$ cat config.mk
export PLATFORM = sky130hd
export DESIGN_NAME = cnt_target_seeker
export DESIGN_NICKNAME = d
export VERILOG_FILES = /design/src/rtl/cnt_target_seeker.sv
export SDC_FILE = /design/constraint.sdc
export NUM_CORES = 1
export LEC_CHECK = 0
export ABC_AREA = 1
export BUFFER_PORTS_ARGS = -buffer_cell sky130_fd_sc_hd__buf_2
export CAP_MARGIN = 10
export CORE_MARGIN = 8
export CORE_UTILIZATION = 55
export CTS_CLUSTER_DIAMETER = 200
export DETAILED_ROUTE_END_ITERATION = 12
export GPL_TIMING_DRIVEN = 0
export PLACE_DENSITY_LB_ADDON = 0.2
export SLEW_MARGIN = 20
export SYNTH_ARGS = -nofsm -noshare
export SYNTH_HDL_FRONTEND = slang
export SYNTH_SLANG_ARGS = --single-unit
$ cat constraint.sdc
create_clock -name clk -period 3.3 [get_ports clk]
set_clock_uncertainty 0.05 [all_clocks]
set_input_delay 0.99 -clock clk [delete_from_list [all_inputs] [get_ports clk]]
set_output_delay 0.99 -clock clk [all_outputs]
set_load 0.01 [all_outputs]
$ cat src/rtl/cnt_target_seeker.sv
// cnt_target_seeker
//
// Control stage that sits directly in front of the saturating up/down
// counter. It accepts a signed target over a valid/ready handshake. It
// then drives the counter's mode input so that the fed-back cnt moves
// toward the target. When the seek ends, it reports the result with a
// one-cycle done pulse, an ok flag and the signed overshoot error.
//
// A seek ends in one of three ways, checked in this priority order:
//   - reached : cnt crossed or hit the target            (ok = 1)
//   - stall   : cnt stopped moving, i.e. counter saturated (ok = 0)
//   - timeout : TIMEOUT + 1 seek cycles elapsed            (ok = 0)
//
// Ports:
//   clk         clock
//   rst         synchronous, active-high reset
//   cmd_valid   target command present
//   cmd_target  signed 10-bit target value
//   cmd_ready   high only while idle; an accept is cmd_valid & cmd_ready
//   cnt         signed 10-bit counter value fed back from the counter
//   mode        1 = count up, 0 = count down; IDLE_MODE when not seeking
//   busy        high while seeking up or down
//   done        one-cycle completion pulse
//   ok          qualified by done: 1 = target reached, 0 = stall/timeout
//   err         signed cnt - target at completion, held until next report
//
// Parameters:
//   IDLE_MODE   mode value driven while not seeking
//   TIMEOUT     last timer value allowed in a seek state (1..255)

module cnt_target_seeker #(
    parameter logic IDLE_MODE = 1'b0,
    parameter int   TIMEOUT   = 127
) (
    input  logic               clk,
    input  logic               rst,
    input  logic               cmd_valid,
    input  logic signed [9:0]  cmd_target,
    output logic               cmd_ready,
    input  logic signed [9:0]  cnt,
    output logic               mode,
    output logic               busy,
    output logic               done,
    output logic               ok,
    output logic signed [10:0] err
);

    localparam logic [7:0] TIMEOUT_T = 8'(TIMEOUT);

    typedef enum logic [1:0] {
        IDLE      = 2'd0,
        SEEK_UP   = 2'd1,
        SEEK_DOWN = 2'd2,
        REPORT    = 2'd3
    } state_t;

    state_t             state;
    logic signed [9:0]  target;
    logic signed [9:0]  prev_cnt;
    logic [7:0]         timer;

    // Sign-extend both operands to 11 bits before subtracting. This way
    // the full -1023..+1023 difference is representable without overflow.
    function automatic logic signed [10:0] diff11(input logic signed [9:0] a,
                                                  input logic signed [9:0] b);
        return {a[9], a} - {b[9], b};
    endfunction

    // A stall means cnt did not move since the previous edge. The first
    // seek cycle is excluded, because prev_cnt then still reflects the
    // counter running in idle mode.
    logic stalled;
    assign stalled = (timer != 8'd0) && (cnt == prev_cnt);

    // These status outputs are pure decodes of the state register.
    assign cmd_ready = (state == IDLE);
    assign busy      = (state == SEEK_UP) || (state == SEEK_DOWN);
    assign done      = (state == REPORT);

    // mode follows the state directly. This lets the counter see the new
    // direction in the cycle right after an accept.
    always_comb begin
        mode = IDLE_MODE;
        case (state)
            SEEK_UP:   mode = 1'b1;
            SEEK_DOWN: mode = 1'b0;
            default:   mode = IDLE_MODE;
        endcase
    end

    // Main controller. Reached uses >= / <= rather than ==, because the
    // counter can jump over values and an exact match might never occur.
    // err is only written on the way into REPORT, so it holds between seeks.
    always_ff @(posedge clk) begin
        if (rst) begin
            state    <= IDLE;
            target   <= '0;
            prev_cnt <= '0;
            timer    <= '0;
            ok       <= 1'b0;
            err      <= '0;
        end else begin
            prev_cnt <= cnt;
            case (state)
                IDLE: begin
                    if (cmd_valid) begin
                        target <= cmd_target;
                        timer  <= '0;
                        if (cnt < cmd_target) begin
                            state <= SEEK_UP;
                        end else if (cnt > cmd_target) begin
                            state <= SEEK_DOWN;
                        end else begin
                            state <= REPORT;
                            ok    <= 1'b1;
                            err   <= diff11(cnt, cmd_target);
                        end
                    end
                end

                SEEK_UP: begin
                    if (cnt >= target) begin
                        state <= REPORT;
                        ok    <= 1'b1;
                        err   <= diff11(cnt, target);
                    end else if (stalled || (timer == TIMEOUT_T)) begin
                        state <= REPORT;
                        ok    <= 1'b0;
                        err   <= diff11(cnt, target);
                    end else begin
                        timer <= timer + 8'd1;
                    end
                end

                SEEK_DOWN: begin
                    if (cnt <= target) begin
                        state <= REPORT;
                        ok    <= 1'b1;
                        err   <= diff11(cnt, target);
                    end else if (stalled || (timer == TIMEOUT_T)) begin
                        state <= REPORT;
                        ok    <= 1'b0;
                        err   <= diff11(cnt, target);
                    end else begin
                        timer <= timer + 8'd1;
                    end
                end

                REPORT: begin
                    state <= IDLE;
                end

                default: begin
                    state <= IDLE;
                end
            endcase
        end
    end

endmodule

==> results of run 1 <==
[final cells by class]
class / instances / share of cell area (%)
inverters: 84 / 8.66
well taps: 75 / 2.58
flip-flops and latches: 42 / 23.1
clock buffers: 6 / 2.27
plain buffers: 12 / 1.79
repair buffers: 38 / 5.22
multi-input cells: 351 / 55.6
clock inverters: 1 / 0.825
[Yosys cell counts (all sizes together)]
| master | count | area share, % |
|---|---|---|
| or2 | 3 | 0.58 |
| a21o | 2 | 0.46 |
| o21ai | 32 | 5.1 |
| nand4 | 5 | 0.96 |
| inv | 84 | 9.7 |
| o21bai | 2 | 0.46 |
| fa | 2 | 1.2 |
| nor2 | 42 | 5.1 |
| xor2 | 15 | 4.0 |
| and3 | 1 | 0.19 |
| nor3 | 8 | 1.5 |
| clkbuf | 6 | 0.69 |
| nand2 | 121 | 16 |
| xnor2 | 13 | 3.5 |
| buf | 6 | 1.3 |
| ha | 26 | 10 |
| nand3b | 2 | 0.46 |
| a31oi | 1 | 0.19 |
| nand3 | 25 | 4.2 |
| a211oi | 1 | 0.23 |
| dfxtp | 42 | 26 |
| nor4 | 2 | 0.58 |
| a21oi | 48 | 7.6 |
[cells by family after synthesis]
group / count (synthesis)
adder cells (fa/ha/maj): 28
AND/OR/NAND/NOR: 209
XOR/XNOR: 28
AO/OA/AOI/OAI: 86
flip-flops: 42
buffers and inverters: 96
[critical path, stage by stage]
cell and delay (ps):
buf_2 90, inv_1 40, ha_1 340, a21oi_1 200, o21ai_1 110, nand2_1 80
nand3_1 110, nand3b_1 180, o21ai_1 170, nand2_1 80, nand2_1 140, buf_2 240
a21oi_1 90, nand2_1 90, inv_1 40
[cell usage in the layout (no fill, tap or decap), types with 7 or more instances in the layout]
cell     Yosys  routed
buf_2        4      42
nor2_1      41      41
a21oi_1     46      46
dfxtp_1     42      42
nand3_1     23      23
nand2_4      7       7
inv_1       82      82
ha_1        26      26
xnor2_1     13      13
nand2_1    110     110
xor2_1      15      15
o21ai_0     28      28
[sequential cells by signal, indices dropped and copies added (netlist names)]
signal and cells:
err 11, prev_cnt 10, target 10, timer 8, state 2, ok 1
[report_power, final]
group | internal (mW) | switching (mW)
Combinational | 0.403 | 0.719
Sequential | 0.597 | 0.0497
Clock | 0.242 | 0.176
[metal layers]
metal	up-vias	part of all wire [%]
li1	1635	-
met1	1426	47
met2	102	47
met3	10	5.2
met4	0	0.84
met5	-	0
[stage by stage]
step	power, mW	setup slack [ps]
2_1_floorplan	1.47	564
3_3_place_gp	1.74	235
3_5_place_dp	1.76	200
4_1_cts	2.19	477
5_1_grt	2.36	261
6_report	2.19	451
[how the worst min path moves through the flow]
stage                                      start                      to  slack [ps]  cells after the start
after floorplan           target[2]$_SDFFE_PP0P_  target[2]$_SDFFE_PP0P_         380                      2
after global placement    target[6]$_SDFFE_PP0P_  target[6]$_SDFFE_PP0P_         400                      2
after detailed placement  target[6]$_SDFFE_PP0P_  target[6]$_SDFFE_PP0P_         400                      2
after CTS                 target[6]$_SDFFE_PP0P_  target[6]$_SDFFE_PP0P_         410                      2
after global routing      target[6]$_SDFFE_PP0P_  target[6]$_SDFFE_PP0P_         430                      2
final                     target[7]$_SDFFE_PP0P_  target[7]$_SDFFE_PP0P_         410                      2
==> flow_summary_export.csv, run 1 <==
group,metric,value,unit
run_status,status,"complete, no violations",
floorplan,die_area,0.00861,sq mm
global_routing,grt_pass1_vias,2865,
yosys,synth_mux_area_share,0,%
run,cap_violations,0,
pwr,ir_worst_vdd,0.324,mV
sta,fin_setup_tns,0,ps
yosys,syn-num-nets,540,
clock_tree,post_cts.repair.setup_buffers,0,
cells_and_area,fin_area,0.00364,sq mm
cells_and_area,fin_nets,585,
sta,slew-limit-headroom,65.1,%
clock_tree,cts_root_buffer,"clkbuf_8",
sta,slew_viol_final,0,
floorplan,die_w,92.8,um
global_routing,grt_overflow,0,
min_path,hp-class,"flip-flop to flip-flop",
drt,routed_wl,8090,um
critical_path,r2r_end,"timer[6]$_SDFFE_PP0P_",
yosys,synth_cell_types,35,
clock_tree,cts_resized,0,
critical_path,ff2ff_path_depth,18,
critical_path,crit_path_start_kind,"input pin",
global_routing,grt_usage,19.0,%
clock_tree,cts_buffers,5,
place,place_congestion,0.919,
sta,worst_pin_slew,523,ps
floorplan,fp.dieH,92.8,um
clock_tree,numClockSinks,42,
global_routing,gr-usage-met2,32.1,%
yosys,yosysSeqAreaShare,25.9,%
yosys,synth-simple-area-share,29.5,%
place,port_buffers,38,
cells_and_area,multiInputGateArea,0.00202,sq mm
place,hpwl,6510,um
place,dpl_cell_area,0.00353,sq mm
sta,fin_crit_sh,86.3,%
place,dp_cells,602,
clock_tree,cts_hold_buf,0,
floorplan,start_util,55.8,%
cells_and_area,final_cell_count_no_fill,609,
cells_and_area,utilization,62.6,%
floorplan,core_region_area,0.00582,sq mm
clock_tree,cts_tree,"done",
clock_tree,htree_levels,2,
sta,finalSetupViolCount,0,
yosys,synth_compound_area_share,14.0,%
clock_tree,cts.path.max_buffers,2,
drt,via_per_inst,5.21,
cells_and_area,drive_above_1_share,14.2,%
critical_path,reg2reg_from,"target[4]$_SDFFE_PP0P_",
global_routing,antenna_found_initial,0,
drt,drtPass1Iterations,5,
sta,whs,410,ps
critical_path,cp_max_fo,10,
global_routing,grt-busiest-layer,"met2",
drt,routedWlPerCell,13.3,um
pwr,p_per_area,600,mW/mm^2
cells_and_area,seqCellArea,841,sq um
global_routing,grt_pass1_wl,13200,um
sta,min_period,2850,ps
critical_path,crit_start,"cmd_target[2]",
yosys,mappedNetlistArea,0.00324,sq mm
yosys,ys_ff_latch,42,
yosys,synth_fa_ha_area_share,11.3,%
yosys,syn_inst,489,
clock_tree,clk_transition_reported_paths,80,ps
sta,finalHoldViolCount,0,
drt,via_count,3173,
critical_path,endpoint_kind,"flip-flop",
cells_and_area,nFillCells,579,
critical_path,worstSetupPathType,"input pin to flip-flop",
yosys,yosysWarnings,0,
clock_tree,worstSkewPairLatency,290,ps
critical_path,arrival,3000,ps
critical_path,worstPathRequired,3450,ps
drt,drtIter0Drc,207,
drt,ant_nets,0,
yosys,synth_top_family_by_area,"simple AND/OR/NAND/NOR gates",
global_routing,use_met3,3.24,%
yosys,avgSynthCellArea,6.63,sq um
pwr,leakage,1.82,nW
floorplan,std_cell_rows,28,
floorplan,pin_count,39,
yosys,synthXorXnorAreaFrac,7.56,%
drt,drc_errors,0,
sta,fmax,351,MHz
cells_and_area,antenna_cells,0,
cells_and_area,areaGrowthSynthToFinish,12.2,%
critical_path,endpoint,"err[1]$_SDFFE_PP0P_",
sta,rsz0062_at_grt,"false",
global_routing,met1_usage,24.5,%
global_routing,grt_max_degree,13,
critical_path,r2r_slack,1010,ps
No activity file was read; power rests on OpenSTA's default activity.
==> inputs of run 2 (changes only) <==
--- a/config.mk
+++ b/config.mk
@@ -5,7 +5,7 @@
 export SDC_FILE = /design/constraint.sdc
 export NUM_CORES = 1
 export LEC_CHECK = 0
-export ABC_AREA = 1
+export ABC_AREA = 0
 export BUFFER_PORTS_ARGS = -buffer_cell sky130_fd_sc_hd__buf_2
 export CAP_MARGIN = 10
 export CORE_MARGIN = 8
==> run 2 against run 1 <==
Sequential share of layout area decreased by 0.24 points. Combinational power increased by 34%. Sequential power increased by 4.0%. Synthesized cell count decreased by 18%. Wire length increased by 9.2%. Design area increased by 1.1%. Largest power group unchanged.
==> flow_summary_export.csv, run 2 <==
group,metric,value,unit
floorplan,core_region_area,0.00551,sq mm
sta,finalSetupViolCount,0,
pwr,switching_share,44.8,%
yosys,ys.flop_type,"dfxtp_1",
cells_and_area,fin_nets,500,
cells_and_area,final_cell_count_no_fill,522,
run,cap_violations,0,
drt,via_count,3127,
drt,drtIter0Drc,249,
critical_path,worstSetupPathType,"input pin to flip-flop",
yosys,synth_edf_count,0,
sta,min_period,3250,ps
critical_path,ff2ff_path_depth,10,
cells_and_area,drive_above_1_share,18.7,%
sta,slew-limit-headroom,54.4,%
place,hpwl,6660,um
clock_tree,cts_hold_buf,0,
yosys,ys_ff_latch,42,
yosys,syn_inst,399,
clock_tree,clk_transition_reported_paths,90,ps
critical_path,cp_max_fo,7,
drt,ant_nets,0,
cells_and_area,antenna_cells,0,
yosys,synth_top_area_cell,"dfxtp_1",
floorplan,std_cell_rows,27,
min_path,whs_path_depth,2,
floorplan,die_w,91.6,um
sta,fin_crit_sh,98.6,%
cells_and_area,largest_register_ffs,11,
yosys,async_flop_share,0,%
cells_and_area,utilization,66.8,%
clock_tree,worstSkewPairLatency,300,ps
place,port_buffers,37,
floorplan,die_area,0.00839,sq mm
yosys,synth_area_leaders,"dfxtp_1 27%, ha_1 10%, a21oi_1 5.7%, nand2_1 4.8%, xnor2_1 3.9%",
yosys,avgSynthCellArea,7.88,sq um
floorplan,pin_count,39,
pwr,power.internal,1.43,mW
cells_and_area,nFillCells,463,
clock_tree,htree_levels,2,
cells_and_area,areaGrowthSynthToFinish,17.0,%
global_routing,grt_max_degree,14,
yosys,yosysSeqAreaShare,26.7,%
place,place_congestion,0.937,
global_routing,grt_usage,20.4,%
sta,worst_pin_slew,681,ps
floorplan,start_util,57.1,%
global_routing,grt_pass1_wl,14200,um
drt,routed_wl,8840,um
critical_path,worstPathRequired,3490,ps
clock_tree,cts_tree,"done",
min_path,hp-class,"flip-flop to flip-flop",
place,dp_cells,508,
clock_tree,cts_buffers,5,
global_routing,grt_pass1_vias,3037,
sta,slew_viol_final,0,
drt,via_per_inst,5.99,
sta,fmax,307,MHz
critical_path,arrival,3440,ps
global_routing,antenna_found_initial,0,
drt,drc_errors,0,
cells_and_area,reg.largest.list,"err (11), prev_cnt (10), target (10)",
floorplan,fp.dieH,91.6,um
yosys,synth_common_cells,"42 x dfxtp_1, 40 x nand2_1, 36 x a21oi_1, 32 x nor2_1, 30 x inv_1",
critical_path,endpoint_kind,"flip-flop",
cells_and_area,layout_commonest_cell,"dfxtp_1",
clock_tree,cts_root_buffer,"clkbuf_8",
global_routing,grt_overflow,0,
yosys,synth_cell_types,60,
cells_and_area,multiInputGateArea,0.00221,sq mm
run_status,status,"complete, no violations",
cells_and_area,final_cell_mix,"42 x dfxtp_1, 40 x nand2_1, 39 x buf_2",
yosys,syn-num-nets,450,
pwr,ir_worst_vdd,0.542,mV
pwr,p_per_area,704,mW/mm^2
drt,drtPass1Iterations,5,
drt,routedWlPerCell,16.9,um
pwr,power_switching,1.16,mW
cells_and_area,top_register,"err",
clock_tree,numClockSinks,42,
yosys,synth.most_common_cell,"dfxtp_1",
critical_path,crit_path_start_kind,"input pin",
pwr,leakage,1.48,nW
yosys,mappedNetlistArea,0.00314,sq mm
pwr,seqPwrFrac,26.0,%
cells_and_area,seqCellArea,841,sq um
pwr,p_clk_share,16.2,%
pwr,combPwrFrac,57.8,%
sta,finalHoldViolCount,0,
clock_tree,cts.path.max_buffers,2,
yosys,synth_top_area_share,26.7,%
yosys,yosysWarnings,0,
## run 2: worst max-delay path, cell delays in order
cell,delay (ps)
buf_6,120
ha_4,240
nor2b_4,120
o31a_1,320
o21a_1,240
o31a_4,380
mux2_4,240
o211ai_4,110
or4b_1,540
a21oi_1,130
## run 2: area by class of cell
class,count,area share (%)
multi-input combinational,311,60.1
sequential,42,22.8
timing repair buffer,43,6.43
inverter,30,3.06
tap,72,2.45
buffer,16,2.14
clock buffer,5,1.87
clock inverter,3,1.09
## run 2: final timing paths
check / startpoint / end / slack, ps
setup / recovery: cnt[1] / timer[2]$_SDFFE_PP0P_ / 50
hold / removal: target[2]$_SDFFE_PP0P_ / target[2]$_SDFFE_PP0P_ / 410
setup reg to reg: target[1]$_SDFFE_PP0P_ / timer[2]$_SDFFE_PP0P_ / 430
hold reg to reg: target[2]$_SDFFE_PP0P_ / target[2]$_SDFFE_PP0P_ / 410
## run 2: power by group through the flow
stage | Sequential (mW) | Combinational (mW) | Clock (mW)
3_3_place_gp | 0.677 | 1.34 | 0
2_1_floorplan | 0.692 | 0.982 | 0
3_5_place_dp | 0.681 | 1.36 | 0
5_1_grt | 0.686 | 1.62 | 0.445
6_report | 0.673 | 1.50 | 0.421
4_1_cts | 0.671 | 1.38 | 0.423
## run 2: per-stage QoR
stage                     hold WS, ps  total power, mW  area [sq um]  worst slack (ps)  TNS, ps
final                             410             2.59          3680              46.4        0
after global placement            395             2.02          3420              -314    -4310
after global routing              430             2.76          3680             -22.6    -69.0
after CTS                         409             2.48          3540              7.21        0
after floorplan                   386             1.67          3140              66.1        0
after detailed placement          397             2.04          3420              -326    -4840
## run 2: what timing repair did
action | 4_1_cts | 5_1_grt
setup buffers | 0 | 6
gates resized for setup | 2 | 20
setup endpoints to repair | 2 | 14
pin swaps | 0 | 9
endpoints found under the hold margin | 0 | 0
## run 2: cells by family (layout without fill, tap and decap cells)
logic type               count (synthesis)  count (layout)  synth area share (%)
adder cells (fa/ha/maj)                 28              28                  11.6
XOR/XNOR                                24              24                  6.69
AND/OR/NAND/NOR                        141             141                  22.6
flip-flops                              42              42                  26.7
multiplexers                             1               1                 0.477
AO/OA/AOI/OAI                          117             117                  25.9
buffers and inverters                   46              97                  5.97
## run 2: per-layer routing
| metal | global-route usage, % | vias to the layer above | part of all wire [%] |
|---|---|---|---|
| li1 | - | 1521 | - |
| met1 | 24.2 | 1477 | 43 |
| met2 | 34.8 | 111 | 49 |
| met3 | 4.16 | 18 | 6.2 |
| met4 | 9.00 | 0 | 2.2 |
| met5 | 0 | - | 0 |
==> inputs of run 3 (changes only) <==
--- a/config.mk
+++ b/config.mk
@@ -14,6 +14,7 @@
 export DETAILED_ROUTE_END_ITERATION = 12
 export GPL_TIMING_DRIVEN = 0
 export PLACE_DENSITY_LB_ADDON = 0.2
+export SETUP_SLACK_MARGIN = 0.4
 export SLEW_MARGIN = 20
 export SYNTH_ARGS = -nofsm -noshare
 export SYNTH_HDL_FRONTEND = slang
==> run 3 against run 2 <==
Die area stayed put. Via count is 6.6% higher. Sequential cell count stayed put. First-iteration DRC count is 4.0% higher. Sequential share of layout area is 3.9 points lower. Fmax is 5.4% higher. Clock-buffer cell count is 2 higher. Sequential power is 1% higher. Critical path depth is 1 higher. Wire length is 18% higher. Cell count is 4.4% higher. Highest routed layer unchanged.
==> flow_summary_export.csv, run 3 (synthesis gave the netlist of run 2 again) <==
group,metric,value,unit
clock_tree,numClockSinks,42,
floorplan,core_region_area,0.00551,sq mm
min_path,hp-class,"flip-flop to flip-flop",
drt,routedWlPerCell,19.1,um
floorplan,die_area,0.00839,sq mm
min_path,whs_path_depth,2,
cells_and_area,multiInputGateArea,0.00266,sq mm
cells_and_area,fin_area,0.00444,sq mm
cells_and_area,drive_above_1_share,33.4,%
place,hpwl,6980,um
global_routing,grt_max_degree,12,
cells_and_area,fin_nets,524,
floorplan,start_util,57.1,%
clock_tree,cts.path.max_buffers,2,
critical_path,endpoint_kind,"flip-flop",
run,cap_violations,0,
sta,fmax,324,MHz
drt,drtIter0Drc,259,
floorplan,die_w,91.6,um
clock_tree,worstSkewPairLatency,310,ps
cells_and_area,antenna_cells,0,
clock_tree,clk_transition_reported_paths,80,ps
drt,routed_wl,10400,um
clock_tree,cts_buffers,5,
pwr,p_per_area,706,mW/mm^2
pwr,seqPwrFrac,21.7,%
sta,slew_viol_final,0,
pwr,power_switching,1.41,mW
critical_path,cp_max_fo,5,
cells_and_area,largest_register_ffs,11,
critical_path,reg2reg_from,"target[1]$_SDFFE_PP0P_",
floorplan,pin_count,39,
sta,min_period,3090,ps
sta,slew-limit-headroom,48.7,%
critical_path,crit_path_start_kind,"input pin",
sta,fin_crit_sh,93.5,%
clock_tree,htree_levels,2,
cells_and_area,nFillCells,347,
sta,worst_slack,213,ps
place,dpl_cell_area,0.00372,sq mm
global_routing,met1_usage,28.5,%
cells_and_area,reg.largest.list,"err (11), prev_cnt (10), target (10)",
critical_path,worstPathRequired,3400,ps
cells_and_area,areaGrowthSynthToFinish,41.2,%
global_routing,gr-usage-met2,36.2,%
clock_tree,cts_root_buffer,"clkbuf_8",
drt,ant_nets,0,
pwr,power.internal,1.73,mW
global_routing,use_met3,3.99,%
critical_path,crit_start,"cnt[0]",
min_path,min-delay-start,"target[6]$_SDFFE_PP0P_",
cells_and_area,top_register,"err",
cells_and_area,seqCellArea,841,sq um
drt,drc_errors,0,
run_status,status,"complete, no violations",
sta,finalHoldViolCount,0,
global_routing,grt_overflow,0,
sta,worst_pin_slew,766,ps
place,post-place-ws,-303,ps
floorplan,fp.dieH,91.6,um
drt,drtPass1Iterations,6,
critical_path,ff2ff_path_depth,10,
sta,fin_setup_tns,0,ps
drt,via_count,3333,
pwr,combPwrFrac,67.7,%
pwr,total_power,3.13,mW
critical_path,arrival,3190,ps
sta,finalSetupViolCount,0,
critical_path,worstSetupPathType,"input pin to flip-flop",
pwr,switching_share,44.9,%
sta,rsz0062_at_grt,"true",
global_routing,antenna_found_initial,0,
pwr,leakage,1.73,nW
place,port_buffers,37,
global_routing,grt-busiest-layer,"met2",
place,place_congestion,0.918,
pwr,p_clk_share,10.7,%
global_routing,grt_pass1_vias,3164,
clock_tree,cts_tree,"done",
cells_and_area,final_cell_mix,"42 x dfxtp_1, 37 x nand2_1, 29 x nor2_1",
floorplan,std_cell_rows,27,
pwr,ir_worst_vdd,0.686,mV
global_routing,grt_pass1_wl,15200,um
cells_and_area,layout_commonest_cell,"dfxtp_1",
drt,via_per_inst,6.12,
global_routing,grt_usage,22.2,%
==> run 3: cell types whose count changed in the layout (fill, tap and decap cells not counted), moves of 3 or more <==
| cell | delta |
|---|---|
| buf_2 | -15 |
| inv_1 | -5 |
| a21oi_1 | -6 |
| a21oi_2 | +4 |
| nor2_1 | -3 |
| ha_2 | -4 |
| ha_1 | -13 |
| nand2_1 | -3 |
| buf_4 | +21 |
| buf_6 | +12 |
| ha_4 | +17 |
| o21ai_0 | -3 |
==> run 3: repair_timing <==
action | in CTS | in global routing
pin swaps | 19 | 36
cloned | 0 | 2
gates resized for setup | 20 | 72
setup endpoints to repair | 20 | 21
hold buffers | 0 | 0
buffers inserted | 11 | 17
==> run 3: through the flow <==
step	utilization (%)	std cells	hold WS (ps)
floorplan	-	399	386
global placement	67.5	508	395
detailed placement	67.5	508	400
CTS	72.7	526	411
global route	80.6	545	437
finish	80.6	545	411
==> run 3: worst paths after layout <==
kind	endpoint	slack (ps)
max	err[7]$_SDFFE_PP0P_	210
min	target[6]$_SDFFE_PP0P_	410
max reg2reg	timer[2]$_SDFFE_PP0P_	600
min reg2reg	target[6]$_SDFFE_PP0P_	410
==> run 3: per-layer routing <==
layer / vias up / wire length (um)
li1: 1581 / -
met1: 1588 / 4530
met2: 127 / 4910
met3: 37 / 570
met4: 0 / 377
met5: - / 0
==> run 3: power groups by stage <==
stage	Clock, mW	Sequential (mW)	Combinational [mW]
floorplan	0	0.694	1.09
global placement	0	0.680	1.47
detailed placement	0	0.683	1.49
CTS	0.331	0.671	1.67
global route	0.352	0.691	2.25
finish	0.334	0.680	2.12
==> run 3: layout make-up <==
type / count / share of cell area (%)
flip-flops and latches: 42 / 18.9
inverters: 30 / 2.99
repair buffers: 67 / 12.1
well taps: 72 / 2.03
clock buffers: 7 / 1.72
plain buffers: 16 / 2.20
multi-input cells: 311 / 60.0
==> run 3: worst max-delay path, cell delays in order <==
cell and delay (ps):
buf_8 80, inv_6 40, ha_4 260, nand4_1 140, or3_4 410, a2111o_1 410, o22ai_4 240, buf_6 180
a21bo_1 220, a22oi_2 120, o22ai_1 100
